## src/rtl/mem_access_unit.sv

```systemverilog
// Load/store sequencer between the pipeline and data-memory port A.
// Stores take one write cycle; loads issue 1..4 consecutive word reads.
module mem_access_unit #(
    parameter int ADDR_W = 19,
    parameter int DATA_W = 24
) (
    input  logic              clk,
    input  logic              rst,
    input  logic              req_valid,
    input  logic              req_write,
    input  logic [ADDR_W-1:0] req_addr,
    input  logic [DATA_W-1:0] req_wdata,
    input  logic [1:0]        req_len,
    output logic              req_ready,
    output logic [ADDR_W-1:0] mem_addr,
    output logic [DATA_W-1:0] mem_wdata,
    output logic              mem_write,
    input  logic [DATA_W-1:0] mem_rdata,
    output logic              resp_valid,
    output logic [DATA_W-1:0] resp_data,
    output logic              resp_last,
    output logic              wr_done,
    output logic              stall
);

    typedef enum logic [1:0] {
        S_IDLE,
        S_STORE,
        S_LOAD,
        S_DRAIN
    } state_t;

    state_t            state_q, state_d;
    logic [ADDR_W-1:0] addr_q, addr_d;
    logic [DATA_W-1:0] wdata_q, wdata_d;
    logic [1:0]        len_q, len_d;
    logic [1:0]        cnt_q, cnt_d;
    logic              rvalid_q, rvalid_d;
    logic              rlast_q, rlast_d;
    logic              wr_done_q, wr_done_d;

    always_comb begin
        state_d   = state_q;
        addr_d    = addr_q;
        wdata_d   = wdata_q;
        len_d     = len_q;
        cnt_d     = cnt_q;
        rvalid_d  = 1'b0;
        rlast_d   = 1'b0;
        wr_done_d = 1'b0;
        mem_addr  = '0;
        mem_wdata = '0;
        mem_write = 1'b0;
        req_ready = (state_q == S_IDLE);

        unique case (state_q)
            S_IDLE: begin
                if (req_valid) begin
                    addr_d = req_addr;
                    if (req_write) begin
                        wdata_d = req_wdata;
                        state_d = S_STORE;
                    end else begin
                        len_d   = req_len;
                        cnt_d   = '0;
                        state_d = S_LOAD;
                    end
                end
            end
            S_STORE: begin
                mem_write = 1'b1;
                mem_addr  = addr_q;
                mem_wdata = wdata_q;
                wr_done_d = 1'b1;
                state_d   = S_DRAIN;
            end
            S_LOAD: begin
                // Address adds wrap naturally at the port width
                mem_addr = addr_q + ADDR_W'(cnt_q);
                rvalid_d = 1'b1;
                if (cnt_q == len_q) begin
                    rlast_d = 1'b1;
                    state_d = S_DRAIN;
                end else begin
                    cnt_d = cnt_q + 2'd1;
                end
            end
            S_DRAIN: begin
                state_d = S_IDLE;
            end
            default: begin
                state_d = S_IDLE;
            end
        endcase
    end

    always_ff @(posedge clk) begin
        if (rst) begin
            state_q   <= S_IDLE;
            addr_q    <= '0;
            wdata_q   <= '0;
            len_q     <= '0;
            cnt_q     <= '0;
            rvalid_q  <= 1'b0;
            rlast_q   <= 1'b0;
            wr_done_q <= 1'b0;
        end else begin
            state_q   <= state_d;
            addr_q    <= addr_d;
            wdata_q   <= wdata_d;
            len_q     <= len_d;
            cnt_q     <= cnt_d;
            rvalid_q  <= rvalid_d;
            rlast_q   <= rlast_d;
            wr_done_q <= wr_done_d;
        end
    end

    assign resp_valid = rvalid_q;
    assign resp_last  = rlast_q;
    assign resp_data  = rvalid_q ? mem_rdata : '0;
    assign wr_done    = wr_done_q;
    assign stall      = ~req_ready;

endmodule

```

## config.mk

```make
export PLATFORM = sky130hd
export DESIGN_NAME = mem_access_unit
export DESIGN_NICKNAME = d
export VERILOG_FILES = /design/src/rtl/mem_access_unit.sv
export SDC_FILE = /design/constraint.sdc
export NUM_CORES = 1
export LEC_CHECK = 0
export BUFFER_PORTS_ARGS = -buffer_cell sky130_fd_sc_hd__buf_2
export CAP_MARGIN = 20
export CORE_ASPECT_RATIO = 1.1
export CORE_MARGIN = 3
export CORE_UTILIZATION = 50
export CTS_CLUSTER_DIAMETER = 120
export DETAILED_ROUTE_END_ITERATION = 7
export GPL_TIMING_DRIVEN = 0
export PLACE_DENSITY = 0.87
export SLEW_MARGIN = 20
export SYNTH_ARGS = -nofsm -noshare
export SYNTH_HDL_FRONTEND = slang
export SYNTH_SLANG_ARGS = --single-unit
```

## constraint.sdc

```tcl
create_clock -name clk -period 6.25 [get_ports clk]
set_input_delay 1.25 -clock clk [delete_from_list [all_inputs] [get_ports clk]]
set_output_delay 1.25 -clock clk [all_outputs]
set_load 0.03 [all_outputs]
```

Yosys cells after proc, flatten, opt, wreduce, memory -nomap -nowiden:

Cells that the tools add are included.
W data, S select, Z words.

* output and inout bits: 73
* bits in registers: 52
* logic and storage cells: 43

* bitwise operators: 3
* add/sub/neg operators: 2
* reduce and logical (&&, ||, !) cells: 8
* muxes and demuxes: 14
* equality and inequality tests: 8

Operators with widths (number)
* $mux W24: 2
* $pmux W19 S2: 1
* $add A19 B2 Y19: 1
* $mux W2: 6
* $ne A2 B2 Y1 const B: 4
* $pmux W2 S4: 1
* $reduce_and A3 Y1: 2
* $eq A2 B2 Y1 const B: 2
* $pmux W2 S2: 1
* $reduce_and A2 Y1: 2
* $reduce_and A4 Y1: 1
* $mux W1: 3
* $not A1 Y1: 3
* $add A2 B1 Y2 const B: 1
* $eq A2 B1 Y1 const B: 1
* $eq A2 B2 Y1: 1
* $logic_not A2 Y1: 1
* $reduce_bool A2 Y1: 1
* $reduce_or A2 Y1: 1

Depth between registers and ports, before layout:

Gate-level depths: netlist of the first run.

* depth in word-level cells: 3
* mapped depth: 8
* gate-level depth less buffers: 6

Worst setup path before layout of the first run:

Ideal clock, no wire load.

* path kind: register to output
* from: reg cnt_q[0]
* to: out mem_addr[14]
* setup slack: 2.970 ns
* arrival: 2.030 ns
* cell stages (with the launch flop): 7
* path through: dfxtp_1 -> ha_1 -> fa_1 -> nand4_1 -> nor2_1 -> a31o_2 -> a31oi_1

* cells in the longest elaborated chain, start to end: 2

RTL lines
* start: declaration: RTL line 37 `logic [1:0] cnt_q, cnt_d;`
* start signal: assignment: RTL line 112 `cnt_q <= cnt_d;`
* $add A19 B2 Y19: RTL line 79 `mem_addr = addr_q + ADDR_W'(cnt_q);`
* $pmux W19 S2: RTL line 56 `unique case (state_q)`
* end: declaration: RTL line 15 `output logic [ADDR_W-1:0] mem_addr,`

Every way passes these cells.

Worst setup path after layout of the first run:

* from: reg cnt_q[0]
* to: out mem_addr[10]

The elaborated chain is that of the path after synthesis.

==> results of run 1 <==
-- worst max-delay path by stage --
stage / endpoint / cells past startpoint
6_report: mem_addr[10] / 7
5_1_grt: mem_addr[14] / 7
4_1_cts: mem_addr[10] / 7
3_5_place_dp: mem_addr[10] / 7
3_3_place_gp: mem_addr[10] / 7
2_1_floorplan: mem_addr[14] / 6
-- report_power, final --
group	internal (uW)	switching, uW	leakage, uW	total (uW)
clock	121	114	0.0000558	235
sequential	384	41.9	0.000425	426
combinational	174	400	0.00134	574
-- cells in the mapped netlist, types with 3 or more instances --
cell type,n,area share [%]
nand2_1,107,14
nor4_1,6,1.3
inv_1,10,1.3
dfxtp_1,52,36
clkbuf_1,25,3.2
o31ai_1,3,0.77
nor3_1,4,0.68
nand4_1,4,0.86
nor2_1,14,1.8
ha_1,5,2.1
nand3_1,7,1.2
a31oi_1,3,0.64
a21oi_1,56,9.6
and2_1,51,11
o21ai_0,13,2.2
buf_2,3,0.51
xnor2_1,4,1.2
-- cell type report --
class / count / area [um2] / share of cell area (%)
Buffer: 30 / 119 / 3.09
Inverter: 10 / 37.5 / 0.975
Tap cell: 75 / 93.8 / 2.44
Timing Repair Buffer: 144 / 721 / 18.7
Clock buffer: 6 / 72.6 / 1.89
Multi-Input combinational cell: 316 / 1730 / 44.8
Sequential cell: 52 / 1040 / 27.0
Clock inverter: 2 / 38.8 / 1.01
-- sequential cells by signal (all words and copies together) (netlist names) --
name,flops
wr_done,1
addr_q,19
cnt_q,2
resp_valid,1
len_q,2
wdata_q,24
state_q,2
resp_last,1
-- placed cells by master, fill, tap and decap left out, types with 3 or more instances in the layout --
master | synthesis | routed
buf_2 | 3 | 147
nand2_1 | 107 | 107
a21oi_1 | 56 | 56
dfxtp_1 | 52 | 52
and2_1 | 51 | 51
clkbuf_1 | 25 | 26
nor2_1 | 14 | 14
o21ai_0 | 13 | 13
inv_1 | 10 | 10
nand3_1 | 7 | 7
nor4_1 | 6 | 6
ha_1 | 5 | 5
clkbuf_8 | 0 | 5
xnor2_1 | 4 | 4
nand4_1 | 4 | 4
nor3_1 | 4 | 4
a31oi_1 | 3 | 3
o31ai_1 | 3 | 3
-- metal layers --
metal	vias to the layer above	part of all wire (%)	track usage [%]	wire [um]
met5	-	0	0	0
met4	0	1.7	8.59	138
met3	12	11	6.76	868
met2	159	49	41.8	4010
met1	1458	39	27.1	3210
li1	1676	-	-	-
-- logic make-up after synthesis --
logic type,count (synthesis)
simple gates,208
buf+inv,40
fa+ha+maj,6
flops,52
mux,1
compound gates,97
xor+xnor,4
-- worst max-delay path, cell delays in order (launching register included) --
cell and delay (ns):
dfxtp_1 0.40, ha_1 0.24, fa_1 0.45, and4_2 0.31
a41o_1 0.25, a21oi_1 0.16, a41o_1 0.14, buf_2 0.20
-- per-stage QoR --
stage	cell area (um2)	cells	setup slack, ns	utilization (%)	power, uW
floorplan	2920	408	2.97	-	840
detailed placement	3740	627	2.92	67.5	1000
global placement	3740	627	2.98	67.5	988
finish	3850	635	2.55	69.5	1240
global route	3850	635	2.36	69.5	1320
CTS	3850	635	2.56	69.5	1240
==> summary.txt, run 1 <==
Run status
  – Outcome: finished, final reports clean

Worst setup path
  – Worst setup EP type: primary output
  – CP Class: reg2out
  – WP data arrival: 2.45 ns
  – R2R Setup Slk: 4.32 ns
  – Reg2Reg Depth: 8
  – CP max FO: 7
  – Critical path launch point: cnt_q[0]
  – WP data required: roughly 5 ns
  – RR Startpoint: state_q[1]
  – Worst R2R End: addr_q[12]
  – Worst Setup Start Kind: register

Clock tree
  – Cts-stage hold buffer count: 0
  – Htree depth: 2
  – PostCTS Resize Cnt: 0
  – CTS tree: built
  – Worst skew pair latency: 0.31 ns
  – Root buffer cell: clkbuf_8
  – Clock transition at the registers of the reported paths: 0.09 ns
  – Post-CTS setup repair buffer count: 0
  – CTS buffer count: 5
  – Clk buf depth: 2
  – Clock sink count: 52

Synthesis
  – Syn Std Cell Area: 0.00292 mm2
  – Post-synthesis instance total: roughly 410
  – Seq/Total Area, Yosys: 35.6%
  – Post-synthesis mux area share: 0.342%
  – Yosys cell types: 46
  – Asr flop ratio synth: 0%
  – Synthesized-area fraction occupied by adder cells: between 2 and 3%
  – Number of synthesized flops with an enable pin: 0
  – Synth warn: 0
  – Mapped Nets: roughly 500
  – Synth Register Bits: 52
  – Largest family of logic cells by synthesized area: simple AND/OR/NAND/NOR gates
  – Synth Area in Compound Gates: roughly 20%
  – Syn avg cell area: about 7 um2
  – Simple-Gate Fraction of Synth Area: 35.0%
  – Post-synth top flop: dfxtp_1
  – Post-Synth XOR/XNOR Area: 1.20%

Detailed routing
  – DRC: 0
  – Via density: ~5.2
  – Via count: 3,305
  – Final wirelength: between 8000 and 9000 um
  – Post-route ant nets: 0
  – Initial DRC count: 199
  – First-pass DRT Iterations: 4
  – Wire per inst: around 13 um

Global routing
  – Pin count of the biggest net entering global routing: 17
  – Gr usage total: a little under a quarter
  – First-pass GRT wire length: between 10,000 and 15,000 um
  – Vias in the first global route: 3,025
  – Initial antenna violation count: 0
  – Remaining global-route overflow: 0

STA
  – Smallest hold slack: 0.455 ns
  – Period minus WS final: 3.70 ns
  – RSZ-0062 raised after global routing: false
  – Period Utilization, post-route: between 50 and 60%
  – Worst Skew: slightly below 0.01 ns
  – Setup-failing EPs final: 0
  – Fmax: 270 MHz
  – Worst-Margin Slew: 0.631 ns
  – Max_slew headroom: 58.0%
  – TNS Setup: 0 ns
  – Final hold vios: 0
  – Fin. max-slew vios: 0

Min path
  – Hold Path End: wdata_q[17]
  – Hold Crit Class: reg2reg
  – Min-delay src: wdata_q[17]
  – Hold Path Depth: 2

Placement
  – DP HPWL: 6350 um
  – Port Buffers: around 140
  – RD Place Congestion: 0.859

Final layout
  – Area delta synth->final: 31.7%
  – # diodes: 0
  – Layout cell share with drive strength beyond 1: 28.9%
  – Fillers: 509
  – Final #Nets: 638

Run
  – Max-cap violations: 0

Die
  – Die footprint: just under 0.007 mm2
  – Placeable Area: 0.00554 mm2
  – Chip Width: approximately 79 um
  – Initial core utilization: 52.8%
  – Row cnt: 28
  – Overall die height: 86.2 um
  – # IOs: 146

Power
  – Peak supply drop: 184 uV
  – Pwr dens: 321 mW/mm2
  – LEAKAGE: 0.00182 uW
No activity file was read; power rests on OpenSTA's default activity.
==> run 2: changes to the inputs <==
--- a/config.mk
+++ b/config.mk
@@ -9,11 +9,11 @@
 export CAP_MARGIN = 20
 export CORE_ASPECT_RATIO = 1.1
 export CORE_MARGIN = 3
-export CORE_UTILIZATION = 50
+export CORE_UTILIZATION = 46
 export CTS_CLUSTER_DIAMETER = 120
 export DETAILED_ROUTE_END_ITERATION = 7
 export GPL_TIMING_DRIVEN = 0
-export PLACE_DENSITY = 0.87
+export PLACE_DENSITY = 0.81
 export SLEW_MARGIN = 20
 export SYNTH_ARGS = -nofsm -noshare
 export SYNTH_HDL_FRONTEND = slang
==> constraint.sdc (replaced) <==
create_clock -name clk -period 3.5 [get_ports clk]
set_input_delay 0.7 -clock clk [delete_from_list [all_inputs] [get_ports clk]]
set_output_delay 0.7 -clock clk [all_outputs]
set_load 0.03 [all_outputs]
==> summary.txt, run 2 (synthesis gave the netlist of run 1 again) <==
Run status
  – Outcome: finished, final reports clean

Clock tree
  – Root buffer cell: clkbuf_8
  – CTS tree: built
  – Worst skew pair latency: 0.30 ns
  – Cts-stage hold buffer count: 0
  – Clock sink count: 52
  – Htree depth: 2
  – Clk buf depth: 2
  – Post-CTS setup repair buffer count: 0
  – PostCTS Resize Cnt: 0
  – Clock transition at the registers of the reported paths: approximately 0.09 ns
  – CTS buffer count: 5

Worst setup path
  – CP Class: reg2out
  – WP data arrival: ~2.5 ns
  – RR Startpoint: state_q[1]
  – WP data required: 2.80 ns
  – Worst R2R End: addr_q[10]
  – Worst path top cell family by delay: adder cells
  – Crit-path slowest cell: fa_1
  – Buf+Inv Stages, Crit Path: 1
  – Worst Setup Start Kind: register
  – CP most frequent cell: a21oi_1
  – R2R Setup Slk: between 1.5 and 2 ns
  – CP max FO: 7
  – Reg2Reg Depth: 8
  – Worst path cell trace: ha_1, fa_1, and4_2, a21oi_1, o21ai_0, a21oi_1, buf_2
  – Worst setup EP type: primary output
  – Worst path max stage delay: 0.45 ns

Power
  – Pwr dens: 588 mW/mm2
  – Peak supply drop: 305 uV
  – LEAKAGE: 0.00182 uW

Detailed routing
  – Via density: 5.27
  – Via count: 3,352
  – DRC: 0
  – Wire per inst: 13.8 um
  – Final wirelength: slightly below 9000 um
  – First-pass DRT Iterations: 4
  – Post-route ant nets: 0
  – Initial DRC count: 260

Final layout
  – Fillers: 516
  – Final #Nets: between 600 and 700
  – # diodes: 0
  – Most frequent cells in the layout: 147 x buf_2, 107 x nand2_1, 56 x a21oi_1
  – Commonest non-fill, non-tap cell in the layout: buf_2
  – Area delta synth->final: 32.4%
  – Util after Layout: 65.0%
  – Largest register by flop count: wdata_q
  – Max reg flops: 24
  – Biggest regs: wdata_q: 24 flops, addr_q: 19 flops
  – Layout cell share with drive strength beyond 1: 29.0%

Die
  – # IOs: 146
  – Overall die height: between 80 and 90 um
  – Row cnt: 29
  – Placeable Area: 0.00595 mm2
  – Die footprint: about 0.0073 mm2
  – Chip Width: 82 um
  – Initial core utilization: 49.1%

Placement
  – Port Buffers: around 140
  – RD Place Congestion: just under 0.9
  – DP HPWL: 6980 um

STA
  – Period minus WS final: 3.15 ns
  – Final hold vios: 0
  – Worst-Margin Slew: 0.609 ns
  – Fmax: 318 MHz
  – Worst Skew: 0.00371 ns
  – TNS Setup: 0 ns
  – Setup-failing EPs final: 0
  – RSZ-0062 raised after global routing: false
  – Max_slew headroom: 59.4%
  – Period Utilization, post-route: 89.9%
  – Fin. max-slew vios: 0

Global routing
  – GRT met2 Usage: 44.6%
  – Vias in the first global route: around 3k
  – Grt peak-use layer: met2
  – Remaining global-route overflow: 0
  – Gr usage total: 23.8%
  – Initial antenna violation count: 0
  – Met3 Use GR: between 6 and 7%
  – First-pass GRT wire length: 13,700 um
  – Met1 usage: a little over a quarter
  – Pin count of the biggest net entering global routing: 16

Min path
  – Hold Crit Class: reg2reg
  – Hold Path End: wdata_q[18]
  – Hold Path Depth: 2
  – Min-delay src: wdata_q[18]

Run
  – Max-cap violations: 0
## run 2: cell types whose count changed in the layout (fill, tap and decap cells not counted)
| cell | previous run | this run |
|---|---|---|
| inv_6 | 1 | 0 |
| bufinv_16 | 1 | 2 |
| clkbuf_1 | 26 | 25 |
## run 2: worst reg2reg max path, stage by stage, from the launching register on
cell	delay, ns
dfxtp_1	0.33
inv_1	0.10
ha_1	0.18
buf_2	0.20
and2_1	0.17
clkbuf_1	0.36
buf_2	0.29
nand2_1	0.09
a21oi_1	0.12
## run 2: layout make-up
class                   count  area, um2  share of cell area (%)
clock inverters             2       60.1                    1.55
multi-input cells         316       1730                    44.6
well taps                  77       96.3                    2.49
inverters                  10       37.5                   0.970
clock buffers               5       68.8                    1.78
repair buffers            144        721                    18.6
plain buffers              30        119                    3.07
flip-flops and latches     52       1040                    26.9
## run 2: metrics by stage
stage                     hold WS (ns)  setup WS, ns  cell area [um2]  total power, uW  std cells
after floorplan                  0.432         0.770             2920             1500        408
after global routing             0.472         0.127             3870             2440        636
final                            0.454         0.354             3870             2270        636
after global placement           0.438         0.722             3740             1780        629
after detailed placement         0.443         0.724             3740             1810        629
after CTS                        0.456         0.365             3870             2290        636
## run 2: worst max path at each step
| stage | startpoint | to | slack, ns | cells past startpoint |
|---|---|---|---|---|
| 3_5_place_dp | cnt_q[0] | mem_addr[10] | 0.72 | 7 |
| 2_1_floorplan | cnt_q[0] | mem_addr[14] | 0.77 | 6 |
| 5_1_grt | state_q[0] | mem_addr[17] | 0.13 | 9 |
| 3_3_place_gp | cnt_q[0] | mem_addr[10] | 0.72 | 7 |
| 6_report | cnt_q[0] | mem_addr[8] | 0.35 | 7 |
| 4_1_cts | cnt_q[0] | mem_addr[10] | 0.37 | 7 |
## run 2: power breakdown
part | switching [uW] | internal, uW
registers | 75.7 | 686
clock network | 196 | 281
logic | 725 | 311
total | 997 | 1280
## run 2: layer usage
metal | vias up | routed length [um]
met4 | 0 | 86
met5 | - | 0
li1 | 1682 | -
met2 | 164 | 4410
met3 | 9 | 958
met1 | 1497 | 3340
==> run 3: changes to the inputs <==
==> constraint.sdc (replaced) <==
create_clock -name clk -period 3 [get_ports clk]
set_input_delay 0.6 -clock clk [delete_from_list [all_inputs] [get_ports clk]]
set_output_delay 0.6 -clock clk [all_outputs]
set_load 0.03 [all_outputs]
==> summary.txt, run 3 (synthesis gave the netlist of run 1 again) <==
Global routing
  – Vias in the first global route: 2,994
  – Gr usage total: 23.8%
  – Pin count of the biggest net entering global routing: 16
  – First-pass GRT wire length: 13,700 um
  – Remaining global-route overflow: 0
  – Initial antenna violation count: 0

Final layout
  – Fillers: 509
  – Area delta synth->final: 33.0%
  – Cell area after layout: 0.00389 mm2
  – # diodes: 0
  – Max reg flops: 24
  – Finished Layout Cells: 634
  – Final #Nets: 636
  – Layout cell share with drive strength beyond 1: 30.5%
  – Multi-input logic area: around 0.0017 mm2
  – Largest register by flop count: wdata_q
  – Register area: 0.00104 mm2
  – Commonest non-fill, non-tap cell in the layout: buf_2
  – Most frequent cells in the layout: 145 x buf_2, 106 x nand2_1, 54 x a21oi_1
  – Biggest regs: wdata_q: 24 flops, addr_q: 19 flops

Die
  – Initial core utilization: roughly half
  – Row cnt: 29
  – Placeable Area: 0.00595 mm2
  – # IOs: 146
  – Chip Width: 82 um
  – Overall die height: 89.6 um
  – Die footprint: 0.00735 mm2

Detailed routing
  – First-pass DRT Iterations: 4
  – Via density: 5.31
  – Final wirelength: a little under 9000 um
  – Via count: ~3.4k
  – Initial DRC count: 261
  – Post-route ant nets: 0
  – DRC: 0
  – Wire per inst: 13.9 um

STA
  – Fin. max-slew vios: 0
  – Worst-Margin Slew: 0.499 ns
  – Period minus WS final: about 2.8 ns
  – Fmax: 352 MHz
  – Period Utilization, post-route: 94.6%
  – Setup-failing EPs final: 0
  – RSZ-0062 raised after global routing: true
  – Final hold vios: 0
  – Max_slew headroom: approximately 67%
  – TNS Setup: 0 ns
  – Worst Skew: 0.00397 ns

Min path
  – Hold Crit Class: reg2reg

Placement
  – Port Buffers: 144
  – RD Place Congestion: just under 0.9
  – DP HPWL: 6980 um
  – Post-placement cell count: 629
  – Placed Instance Area: 0.00374 mm2

Clock tree
  – CTS tree: built
  – Clk buf depth: 2
  – CTS buffer count: 5
  – Worst skew pair latency: about 0.3 ns
  – Htree depth: 2
  – Clock sink count: 52
  – Clock transition at the registers of the reported paths: around 0.09 ns
  – Root buffer cell: clkbuf_8
  – Post-CTS setup repair buffer count: 0

Power
  – Peak supply drop: ~380 uV
  – Pwr dens: 686 mW/mm2
  – Final Power: 2660 uW
  – LEAKAGE: between 0.0015 and 0.002 uW

Run status
  – Outcome: finished, final reports clean

Worst setup path
  – WP data required: about 2.4 ns
  – CP Class: reg2out
  – Worst setup EP type: primary output
  – CP max FO: 8
  – Worst Setup Start Kind: register
  – WP data arrival: 2.24 ns

Run
  – Max-cap violations: 0
run 3: power breakdown:
group | internal, uW | leakage (uW) | total (uW) | switching, uW
clock | 328 | 0.0000642 | 555 | 227
combinational | 368 | 0.00134 | 1220 | 851
sequential | 800 | 0.000425 | 890 | 89.5
total | 1500 | 0.00183 | 2660 | 1170
run 3: what timing repair did:
action	4_1_cts	5_1_grt
hold endpoints to repair	0	0
hold buffers	0	0
endpoints found under the setup margin	2	15
resized for setup	3	10
run 3: final cells by class:
cell class	instances	share of cell area, %
Sequential cell	52	26.8
Tap cell	77	2.48
Clock buffer	5	1.77
Buffer	28	2.93
Timing Repair Buffer	144	18.7
Clock inverter	2	1.55
Multi-Input combinational cell	316	44.8
Inverter	10	0.966
run 3: per-layer routing:
| layer | up-vias | GRT usage, % | wire length, um |
|---|---|---|---|
| met3 | 7 | 6.59 | 916 |
| met4 | 0 | 4.83 | 65 |
| met5 | - | 0 | 0 |
| li1 | 1677 | - | - |
| met2 | 161 | 44.6 | 4450 |
| met1 | 1522 | 26.7 | 3370 |
run 3: critical path, cell delays in order (launching register included):
cell      delay [ns]
dfxtp_1         0.32
inv_1           0.10
ha_1            0.16
clkbuf_1        0.26
inv_1           0.22
nor4_1          0.29
o21ai_0         0.13
a31oi_1         0.23
buf_2           0.24
run 3: metrics by stage:
step	setup slack (ns)	hold WS, ns	util [%]
floorplan	0.370	0.432	-
global placement	0.322	0.438	62.8
detailed placement	0.324	0.443	62.8
CTS	0.0147	0.456	65.1
global route	0.000290	0.472	65.3
finish	0.162	0.454	65.3
run 3: worst paths after layout:
check | start | endpoint | slack (ns) | cells past startpoint
worst min-delay path | wdata_q[18] | wdata_q[18] | 0.45 | 2
worst max-delay path | state_q[0] | mem_addr[12] | 0.16 | 8
worst min register to register | wdata_q[18] | wdata_q[18] | 0.45 | 2
worst max register to register | state_q[1] | addr_q[10] | 1.11 | 8
